## src/rtl/dma_arb_pkg.sv

```systemverilog
// Shared definitions for the DMA stream arbiter: FSM state encoding,
// round-robin index helper and the default packet length limit.
package dma_arb_pkg;

  localparam int unsigned MAXLEN_DEFAULT = 1024;

  typedef enum logic {
    IDLE = 1'b0,
    XFER = 1'b1
  } arb_state_e;

  // Next round-robin start index after source idx, wrapping at n.
  function automatic int unsigned rr_next(input int unsigned idx, input int unsigned n);
    return ((idx + 1) >= n) ? 0 : (idx + 1);
  endfunction

endpackage

```

## src/rtl/axis_skid_buf.sv

```systemverilog
// axis_skid_buf: 2-entry AXI4-stream register slice (data/keep/last).
// s_ready_o is derived only from registered state, so there is no
// combinational path from m_ready_i back to the upstream side.
// Ports:
//   clk_i, rst_i               clock, synchronous active-high reset
//   s_data_i/keep_i/last_i     upstream payload
//   s_valid_i / s_ready_o      upstream handshake
//   m_data_o/keep_o/last_o     downstream payload (registered)
//   m_valid_o / m_ready_i      downstream handshake
module axis_skid_buf #(
  parameter int unsigned DW = 16,
  parameter int unsigned KW = DW / 8
) (
  input  logic          clk_i,
  input  logic          rst_i,
  input  logic [DW-1:0] s_data_i,
  input  logic [KW-1:0] s_keep_i,
  input  logic          s_last_i,
  input  logic          s_valid_i,
  output logic          s_ready_o,
  output logic [DW-1:0] m_data_o,
  output logic [KW-1:0] m_keep_o,
  output logic          m_last_o,
  output logic          m_valid_o,
  input  logic          m_ready_i
);

  localparam int unsigned PW = DW + KW + 1;

  logic [PW-1:0] out_q, skid_q;
  logic          out_valid_q, skid_valid_q;
  logic [PW-1:0] in_payload;

  assign in_payload = {s_keep_i, s_last_i, s_data_i};

  // Output register plus one overflow slot; skid full implies output full.
  always_ff @(posedge clk_i) begin
    if (rst_i) begin
      out_q        <= '0;
      out_valid_q  <= 1'b0;
      skid_q       <= '0;
      skid_valid_q <= 1'b0;
    end else if (skid_valid_q) begin
      if (m_ready_i) begin
        out_q        <= skid_q;
        skid_valid_q <= 1'b0;
      end
    end else if (s_valid_i) begin
      if (!out_valid_q || m_ready_i) begin
        out_q       <= in_payload;
        out_valid_q <= 1'b1;
      end else begin
        skid_q       <= in_payload;
        skid_valid_q <= 1'b1;
      end
    end else if (m_ready_i) begin
      out_valid_q <= 1'b0;
    end
  end

  assign s_ready_o = ~skid_valid_q;
  assign m_valid_o = out_valid_q;
  assign {m_keep_o, m_last_o, m_data_o} = out_q;

endmodule

```

## src/rtl/dma_stream_arb.sv

```systemverilog
// dma_stream_arb: packet-granular round-robin merge of N AXI4-stream
// sources (0 = osc0, 1 = osc1, 2 = la) onto one stream toward the PS DMA.
// Packets are never interleaved; packets longer than MAXLEN beats are split
// with a forced tlast and flagged in err_len_o.
// Optional feature macro: DMA_ARB_STATS_EN adds stat_pkt_o, one 32-bit
// per-source packet counter.
// Ports:
//   clk_i, rst_i          clock, synchronous active-high reset
//   en_i                  per-source enable (sampled at arbitration)
//   clr_i                 clears err_len_o and statistics
//   s_t*_i / s_tready_o   packed source streams, source k at slice k
//   m_t*_o / m_tready_i   merged output stream
//   grant_o, busy_o       one-hot current owner, transfer in progress
//   err_len_o             sticky per-source truncation flag
//   stat_pkt_o            (DMA_ARB_STATS_EN) packet counters, N*32 bits
module dma_stream_arb
  import dma_arb_pkg::*;
#(
  parameter int unsigned N      = 3,
  parameter int unsigned DW     = 16,
  parameter int unsigned KW     = DW / 8,
  parameter int unsigned MAXLEN = MAXLEN_DEFAULT
) (
  input  logic            clk_i,
  input  logic            rst_i,
  input  logic [N-1:0]    en_i,
  input  logic            clr_i,
  input  logic [N*DW-1:0] s_tdata_i,
  input  logic [N*KW-1:0] s_tkeep_i,
  input  logic [N-1:0]    s_tlast_i,
  input  logic [N-1:0]    s_tvalid_i,
  output logic [N-1:0]    s_tready_o,
  output logic [DW-1:0]   m_tdata_o,
  output logic [KW-1:0]   m_tkeep_o,
  output logic            m_tlast_o,
  output logic            m_tvalid_o,
  input  logic            m_tready_i,
  output logic [N-1:0]    grant_o,
  output logic            busy_o,
  output logic [N-1:0]    err_len_o
`ifdef DMA_ARB_STATS_EN
  ,
  output logic [N*32-1:0] stat_pkt_o
`endif
);

  localparam int unsigned IW = (N > 1) ? $clog2(N) : 1;
  localparam int unsigned CW = $clog2(MAXLEN);
  localparam logic [CW-1:0] CNT_LAST = CW'(MAXLEN - 1);

  arb_state_e    state_q, state_d;
  logic [N-1:0]  grant_q, grant_d;
  logic [IW-1:0] sel_q, sel_d;
  logic [IW-1:0] rr_ptr_q, rr_ptr_d;
  logic [CW-1:0] beat_cnt_q, beat_cnt_d;
  logic [N-1:0]  err_q, err_d;

  logic [N-1:0]  req;
  logic [IW-1:0] pick;
  logic          pick_vld;
  int unsigned   idx;

  logic [DW-1:0] src_data;
  logic [KW-1:0] src_keep;
  logic          src_last, src_valid;
  logic          sb_ready, fwd_valid, accept, at_limit, pkt_end, trunc;

  // Round-robin search upward from rr_ptr with wrap-around.
  always_comb begin
    req      = s_tvalid_i & en_i;
    pick     = rr_ptr_q;
    pick_vld = 1'b0;
    idx      = 0;
    for (int unsigned i = 0; i < N; i++) begin
      idx = (32'(rr_ptr_q) + i) % N;
      if (!pick_vld && req[IW'(idx)]) begin
        pick     = IW'(idx);
        pick_vld = 1'b1;
      end
    end
  end

  // Mux the granted source onto the forwarding path.
  always_comb begin
    src_data  = '0;
    src_keep  = '0;
    src_last  = 1'b0;
    src_valid = 1'b0;
    for (int unsigned i = 0; i < N; i++) begin
      if (sel_q == IW'(i)) begin
        src_data  = s_tdata_i[i*DW +: DW];
        src_keep  = s_tkeep_i[i*KW +: KW];
        src_last  = s_tlast_i[i];
        src_valid = s_tvalid_i[i];
      end
    end
  end

  assign at_limit  = (beat_cnt_q == CNT_LAST);
  assign fwd_valid = (state_q == XFER) && src_valid;
  assign accept    = fwd_valid && sb_ready;
  assign pkt_end   = accept && (src_last || at_limit);
  assign trunc     = accept && at_limit && !src_last;

  // Arbitration FSM next state.
  always_comb begin
    state_d    = state_q;
    grant_d    = grant_q;
    sel_d      = sel_q;
    rr_ptr_d   = rr_ptr_q;
    beat_cnt_d = beat_cnt_q;
    unique case (state_q)
      IDLE: begin
        if (pick_vld) begin
          grant_d       = '0;
          grant_d[pick] = 1'b1;
          sel_d         = pick;
          beat_cnt_d    = '0;
          state_d       = XFER;
        end
      end
      XFER: begin
        if (accept) beat_cnt_d = beat_cnt_q + CW'(1);
        if (pkt_end) begin
          rr_ptr_d = IW'(rr_next(32'(sel_q), N));
          grant_d  = '0;
          state_d  = IDLE;
        end
      end
      default: state_d = IDLE;
    endcase
  end

  // Sticky truncation flags; clear wins over a same-cycle set.
  always_comb begin
    err_d = err_q;
    if (trunc) err_d[sel_q] = 1'b1;
    if (clr_i) err_d = '0;
  end

  always_ff @(posedge clk_i) begin
    if (rst_i) begin
      state_q    <= IDLE;
      grant_q    <= '0;
      sel_q      <= '0;
      rr_ptr_q   <= '0;
      beat_cnt_q <= '0;
      err_q      <= '0;
    end else begin
      state_q    <= state_d;
      grant_q    <= grant_d;
      sel_q      <= sel_d;
      rr_ptr_q   <= rr_ptr_d;
      beat_cnt_q <= beat_cnt_d;
      err_q      <= err_d;
    end
  end

  axis_skid_buf #(.DW(DW), .KW(KW)) u_skid (
    .clk_i     (clk_i),
    .rst_i     (rst_i),
    .s_data_i  (src_data),
    .s_keep_i  (src_keep),
    .s_last_i  (src_last | at_limit),
    .s_valid_i (fwd_valid),
    .s_ready_o (sb_ready),
    .m_data_o  (m_tdata_o),
    .m_keep_o  (m_tkeep_o),
    .m_last_o  (m_tlast_o),
    .m_valid_o (m_tvalid_o),
    .m_ready_i (m_tready_i)
  );

  assign s_tready_o = grant_q & {N{sb_ready}};
  assign grant_o    = grant_q;
  assign busy_o     = (state_q == XFER);
  assign err_len_o  = err_q;

`ifdef DMA_ARB_STATS_EN
  logic [N*32-1:0] stat_q, stat_d;

  // Per-source packet-end counters, wrapping at 2^32.
  always_comb begin
    stat_d = stat_q;
    for (int unsigned i = 0; i < N; i++) begin
      if (pkt_end && (sel_q == IW'(i))) stat_d[i*32 +: 32] = stat_q[i*32 +: 32] + 32'd1;
    end
    if (clr_i) stat_d = '0;
  end

  always_ff @(posedge clk_i) begin
    if (rst_i) stat_q <= '0;
    else       stat_q <= stat_d;
  end

  assign stat_pkt_o = stat_q;
`endif

endmodule

```

## config.mk

```make
export PLATFORM = sky130hd
export DESIGN_NAME = dma_stream_arb
export DESIGN_NICKNAME = d
export VERILOG_FILES = /design/src/rtl/dma_arb_pkg.sv /design/src/rtl/axis_skid_buf.sv /design/src/rtl/dma_stream_arb.sv
export SDC_FILE = /design/constraint.sdc
export NUM_CORES = 1
export LEC_CHECK = 0
export ABC_AREA = 1
export CAP_MARGIN = 20
export CORE_UTILIZATION = 37
export DETAILED_ROUTE_END_ITERATION = 12
export HOLD_SLACK_MARGIN = 0.08
export PLACE_DENSITY = 0.74
export SLEW_MARGIN = 10
export SYNTH_ARGS = -nofsm -noshare
export SYNTH_HDL_FRONTEND = slang
export SYNTH_HIERARCHICAL = 1
export SYNTH_SLANG_ARGS = --single-unit
```

## constraint.sdc

```tcl
create_clock -name clk_i -period 4.8 [get_ports clk_i]
set_input_delay 1.2 -clock clk_i [delete_from_list [all_inputs] [get_ports clk_i]]
set_output_delay 1.2 -clock clk_i [all_outputs]
set_load 0.1 [all_outputs]
```

[Word-level counts from Yosys, hierarchy flattened]
Cells that the tools add are included.
Cells by class
  $add $sub $neg: 4
  divide/modulo/power cells: 3
  $lt $le $gt $ge: 8
  eq/ne operators: 8
  muxes and demuxes: 49
  bitwise logic cells: 7
  reductions and logical operators: 27
Operators with widths (number)
  19-bit 2-to-1 mux: 4
  32-bit by 2-bit modulo with 32-bit output, second input constant: 2
  16-bit 2-to-1 mux: 3
  2-bit by 2-bit modulo with 32-bit output, second input constant: 1
  1-bit 2-to-1 mux: 23
  10-bit 2-to-1 mux: 2
  10-bit case mux with 2 select lines: 1
  2-bit by 3-bit < comparator with 1-bit output, second input constant: 5
  2-bit 2-to-1 mux: 7
  10-bit by 1-bit adder with 10-bit output, second input constant: 1
  10-bit == test, second input constant: 1
  1-bit logical AND: 9
  3-bit AND reduction: 3
  2-bit AND reduction: 4
  2-bit by 1-bit adder with 3-bit output, second input constant: 2
  3-bit bitwise AND: 2
  1-bit binary-select mux with 2-bit select: 3
  3-bit 2-to-1 mux: 2
  2-bit by 1-bit != test with 1-bit output, second input constant: 3
  3-bit case mux with 2 select lines: 1
  2-bit nonzero test: 3
  1-bit demux with 2-bit select: 2
  2-bit by 1-bit greater-or-equal comparator with 1-bit output, second input constant: 2
  1-bit logical NOT: 4
  12 further kinds: 16
Storage, ports and cells
  flip-flop bits (word level): 61
  output and inout port bits: 30
  word-level logic and storage cells: 116

[Longest topological paths before layout]
  depth after elaboration: 16
  mapped depth: 15
  depth with buffers taken out: 15

[By module]
The synthesis kept the hierarchy.
By module, submodules not included
  axis_skid_buf: times used 1, cells each 284, area an instance 1925.6 um^2, seq. area each 800.8 um^2
  dma_stream_arb: times used 1, cells each 282, area an instance 1631.6 um^2, seq. area each 420.4 um^2

[Worst setup path after synthesis]
No wires, ideal clock.
  path type: register to output
  start point: register grant_q[0], in the netlist grant_o[0]
  end point: output s_tready_o[0]
  arrival: 1671 ps
  data required time: 3600 ps
  slack: 1929 ps
  stages on the path, launching flop included: 3
  cells stage by stage: dfxtp_1 nand2_1 inv_1
Between the ends
  longest elaborated chain between the ends: 1
Ends and longest elaborated chain
  start: declaration: RTL line dma_stream_arb.sv:52  | logic [N-1:0] grant_q, grant_d;
  start signal: assignment: RTL line dma_stream_arb.sv:151  | grant_q <= grant_d;
  3-bit bitwise AND: RTL line dma_stream_arb.sv:174  | assign s_tready_o = grant_q & {N{sb_ready}};
  end: declaration: RTL line dma_stream_arb.sv:32  | output logic [N-1:0] s_tready_o,
Every way passes these cells.

[Final worst setup path]
  start point: register u_skid.skid_valid_q
  end point: output s_tready_o[0]
Between the ends
  longest elaborated chain between the ends: 2
Ends and longest elaborated chain
  start: declaration: RTL line axis_skid_buf.sv:31  | logic out_valid_q, skid_valid_q;
  start signal: assignment: RTL line axis_skid_buf.sv:42  | skid_valid_q <= 1'b0;
  start signal: assignment: RTL line axis_skid_buf.sv:46  | skid_valid_q <= 1'b0;
  start signal: assignment: RTL line axis_skid_buf.sv:54  | skid_valid_q <= 1'b1;
  1-bit NOT: RTL line axis_skid_buf.sv:61  | assign s_ready_o = ~skid_valid_q;
  via sb_ready: RTL line dma_stream_arb.sv:66  | logic sb_ready, fwd_valid, accept, at_limit, pkt_end, trunc;
  3-bit bitwise AND: RTL line dma_stream_arb.sv:174
The timed path passes the listed nets, and every way through them passes these cells.

==> impl_metrics.json <==
{
  "via_count": 3690,
  "final.setup_skew_ps": 9.44,
  "dieWidth_um": 100,
  "drc": 0,
  "cap_viol_max_count": 0,
  "fin_setup_tns_ps": 0,
  "path_max_fanout": 24,
  "routed_via_density": 4.68,
  "synth_seq_cells": 61,
  "critPathMaxStageDelay_ps": 1120,
  "drive_gt1_share_pct": 9.10,
  "ir_drop_uv": 322,
  "finalCritPeriodShare_pct": 72.9,
  "hold_viol_final": 0,
  "maxSlewHeadroom_pct": 35.0,
  "pre_cts_ws_ps": 1650,
  "gp_congestion": 0.863,
  "grt_pass1_vias": 3577,
  "ant_nets": 0,
  "io-pin-count": 97,
  "synth_edf_count": 0,
  "cts_root_buf": "clkbuf_8",
  "grt_pass1_wl_um": 16300,
  "crit_chain": "inv_2 -> nand2_1 -> inv_1 -> clkdlybuf4s50_1",
  "arrival_ps": 2300,
  "wl_per_cell_um": 12.1,
  "cts_buffers": 9,
  "syn-cell-area_um2": 3560,
  "yosys_warnings": 6,
  "hpwl_um": 7120,
  "num_rows": 35,
  "final-setup-viol-count": 0,
  "status": "finished, final reports clean",
  "ys_seq_area_share_pct": 34.3,
  "period_needed_ps": 3500,
  "end_kind": "primary output",
  "hold_buffers": 0,
  "port_buffers": 96,
  "grtUsageTotal_pct": 20.5,
  "fmax_mhz": 286,
  "drv_slew": 0,
  "holdWs_ps": 467,
  "ys_dominant_reg_cell": "dfxtp_1",
  "cts_buffer_depth": 2,
  "wl_um": 9540,
  "syn2layout_area_growth_pct": 33.8,
  "path_class": "flop to primary output",
  "hp-class": "flop to flop",
  "powerDensity_nw_per_um2": 521,
  "cp-start-kind": "flop",
  "dieArea_um2": 10000,
  "rsz0062_at_grt": "false",
  "ctsResizeCount": 0,
  "core_area_um2": 9280,
  "postCtsSetupBuffers": 0,
  "n_fill_cell": 960,
  "worst-slew-pin-transition_ps": 972,
  "drtIter0Drc": 174,
  "nets": 725,
  "clkSinkCount": 61,
  "antenna_cells": 0,
  "p_leak_nw": 2.14,
  "dieHeight_um": 100,
  "syn-num-nets": 636,
  "clkLatencyLatePin_ps": 340,
  "critPathSlowestCell": "clkdlybuf4s50_1",
  "path_buf_inv": 3,
  "synth_async_sr_flop_share_pct": 0,
  "grt_start_max_net_pins": 40,
  "overflow": 0,
  "critical_path_required_ps": 3600,
  "cts_htree_levels": 3,
  "grt_antenna_before_repair": 0,
  "drt_first_pass_iters": 4,
  "netlist-cell-type-count": 34,
  "cts_tree": "done",
  "path_clk_slew_ps": 70,
  "synth_cells": 566,
  "cp_top_family": "buffers and inverters",
  "start_util_pct": 38.3,
  "layout_setup_ws_ps": 1300,
  "syn-mean-instance-area_um2": 6.28
}
through the flow:
stage / total power [W] / cell area [um2] / utilization, % / cells
2_1_floorplan: 0.00173 / 3560 / - / 566
3_3_place_gp: 0.00204 / 4580 / 49.3 / 773
3_5_place_dp: 0.00206 / 4580 / 49.3 / 773
4_1_cts: 0.00249 / 4760 / 51.3 / 788
5_1_grt: 0.00265 / 4760 / 51.3 / 788
6_report: 0.00248 / 4760 / 51.3 / 788
worst paths after layout:
check                                       from                         end  slack (ps)  cells past startpoint
setup / recovery  u_skid/skid_valid_q$_SDFF_PP0_               s_tready_o[0]        1300                      4
hold / removal         err_len_o[1]$_SDFFE_PP0P_   err_len_o[1]$_SDFFE_PP0P_         470                      2
setup reg to reg        rr_ptr_q[0]$_SDFFE_PP0P_  beat_cnt_q[7]$_SDFFE_PP0P_        2700                     14
hold reg to reg        err_len_o[1]$_SDFFE_PP0P_   err_len_o[1]$_SDFFE_PP0P_         470                      2
state kept, by name (all words and copies together), names as in the netlist:
register,count
rr_ptr_q,2
err_len_o,3
u_skid/skid_valid_q,1
u_skid/m_valid_o,1
grant_o,3
busy_o,1
sel_q,2
u_skid/skid_q,19
u_skid/out_q,19
beat_cnt_q,10
cell usage after synthesis (5+ instances only):
cell type	n	area (um2)
o21ai_0	9	45.0
a21oi_1	18	90.1
nand2_2	8	50.1
dfxtp_1	61	1220
nand2_1	186	698
nand2_4	5	56.3
clkbuf_1	8	30.0
nand3_2	12	120
buf_6	5	56.3
buf_2	9	45.0
nand3_1	51	255
nor2_1	92	345
inv_2	8	30.0
o21ai_1	21	105
inv_1	44	165
final cells by class:
class / count / area (um2) / share of cell area, %
flip-flops and latches: 61 / 1220 / 25.7
clock inverters: 5 / 52.6 / 1.10
repair buffers: 101 / 998 / 21.0
inverters: 55 / 211 / 4.44
clock buffers: 10 / 128 / 2.68
well taps: 129 / 161 / 3.39
multi-input cells: 427 / 1990 / 41.7
report_power, final:
group          internal, W  switching [W]  total (W)
sequential        0.000583      0.0000536   0.000636
clock             0.000234       0.000194   0.000428
combinational     0.000385        0.00103    0.00141
total              0.00120        0.00128    0.00248
tightest hold or removal path, cell delays in order (launching register included):
cell,delay [ps]
dfxtp_1,330
a21oi_1,40
nor2_1,70
cells by family after synthesis:
| group | share of synthesized area (%) |
|---|---|
| AO/OA/AOI/OAI | 7.60 |
| flip-flops | 34.3 |
| adder cells (fa/ha/maj) | 1.06 |
| AND/OR/NAND/NOR | 46.4 |
| buffers and inverters | 9.85 |
| XOR/XNOR | 0.739 |
layer usage:
metal | part of all wire (%) | vias to the layer above | track usage, %
li1 | - | 1947 | -
met1 | 44 | 1655 | 24.6
met2 | 51 | 76 | 36.3
met3 | 4.0 | 12 | 4.87
met4 | 1.5 | 0 | 5.69
met5 | 0 | - | 0
layout by cell type, fill, tap and decap left out, drive strengths merged, types with 2 or more instances in the layout:
master and count:
nand3b 2, o21ai 30, nor3 2, nand2 199
nor2 94, nand4 3, nor3b 2, dfxtp 61
xor2 2, clkdlybuf4s50 96, inv 52, a21oi 19
or2 2, clkbuf 10, nand3 64, ha 3
o22ai 2, clkinv 6, buf 5
Power figures use the tool's default switching activity.
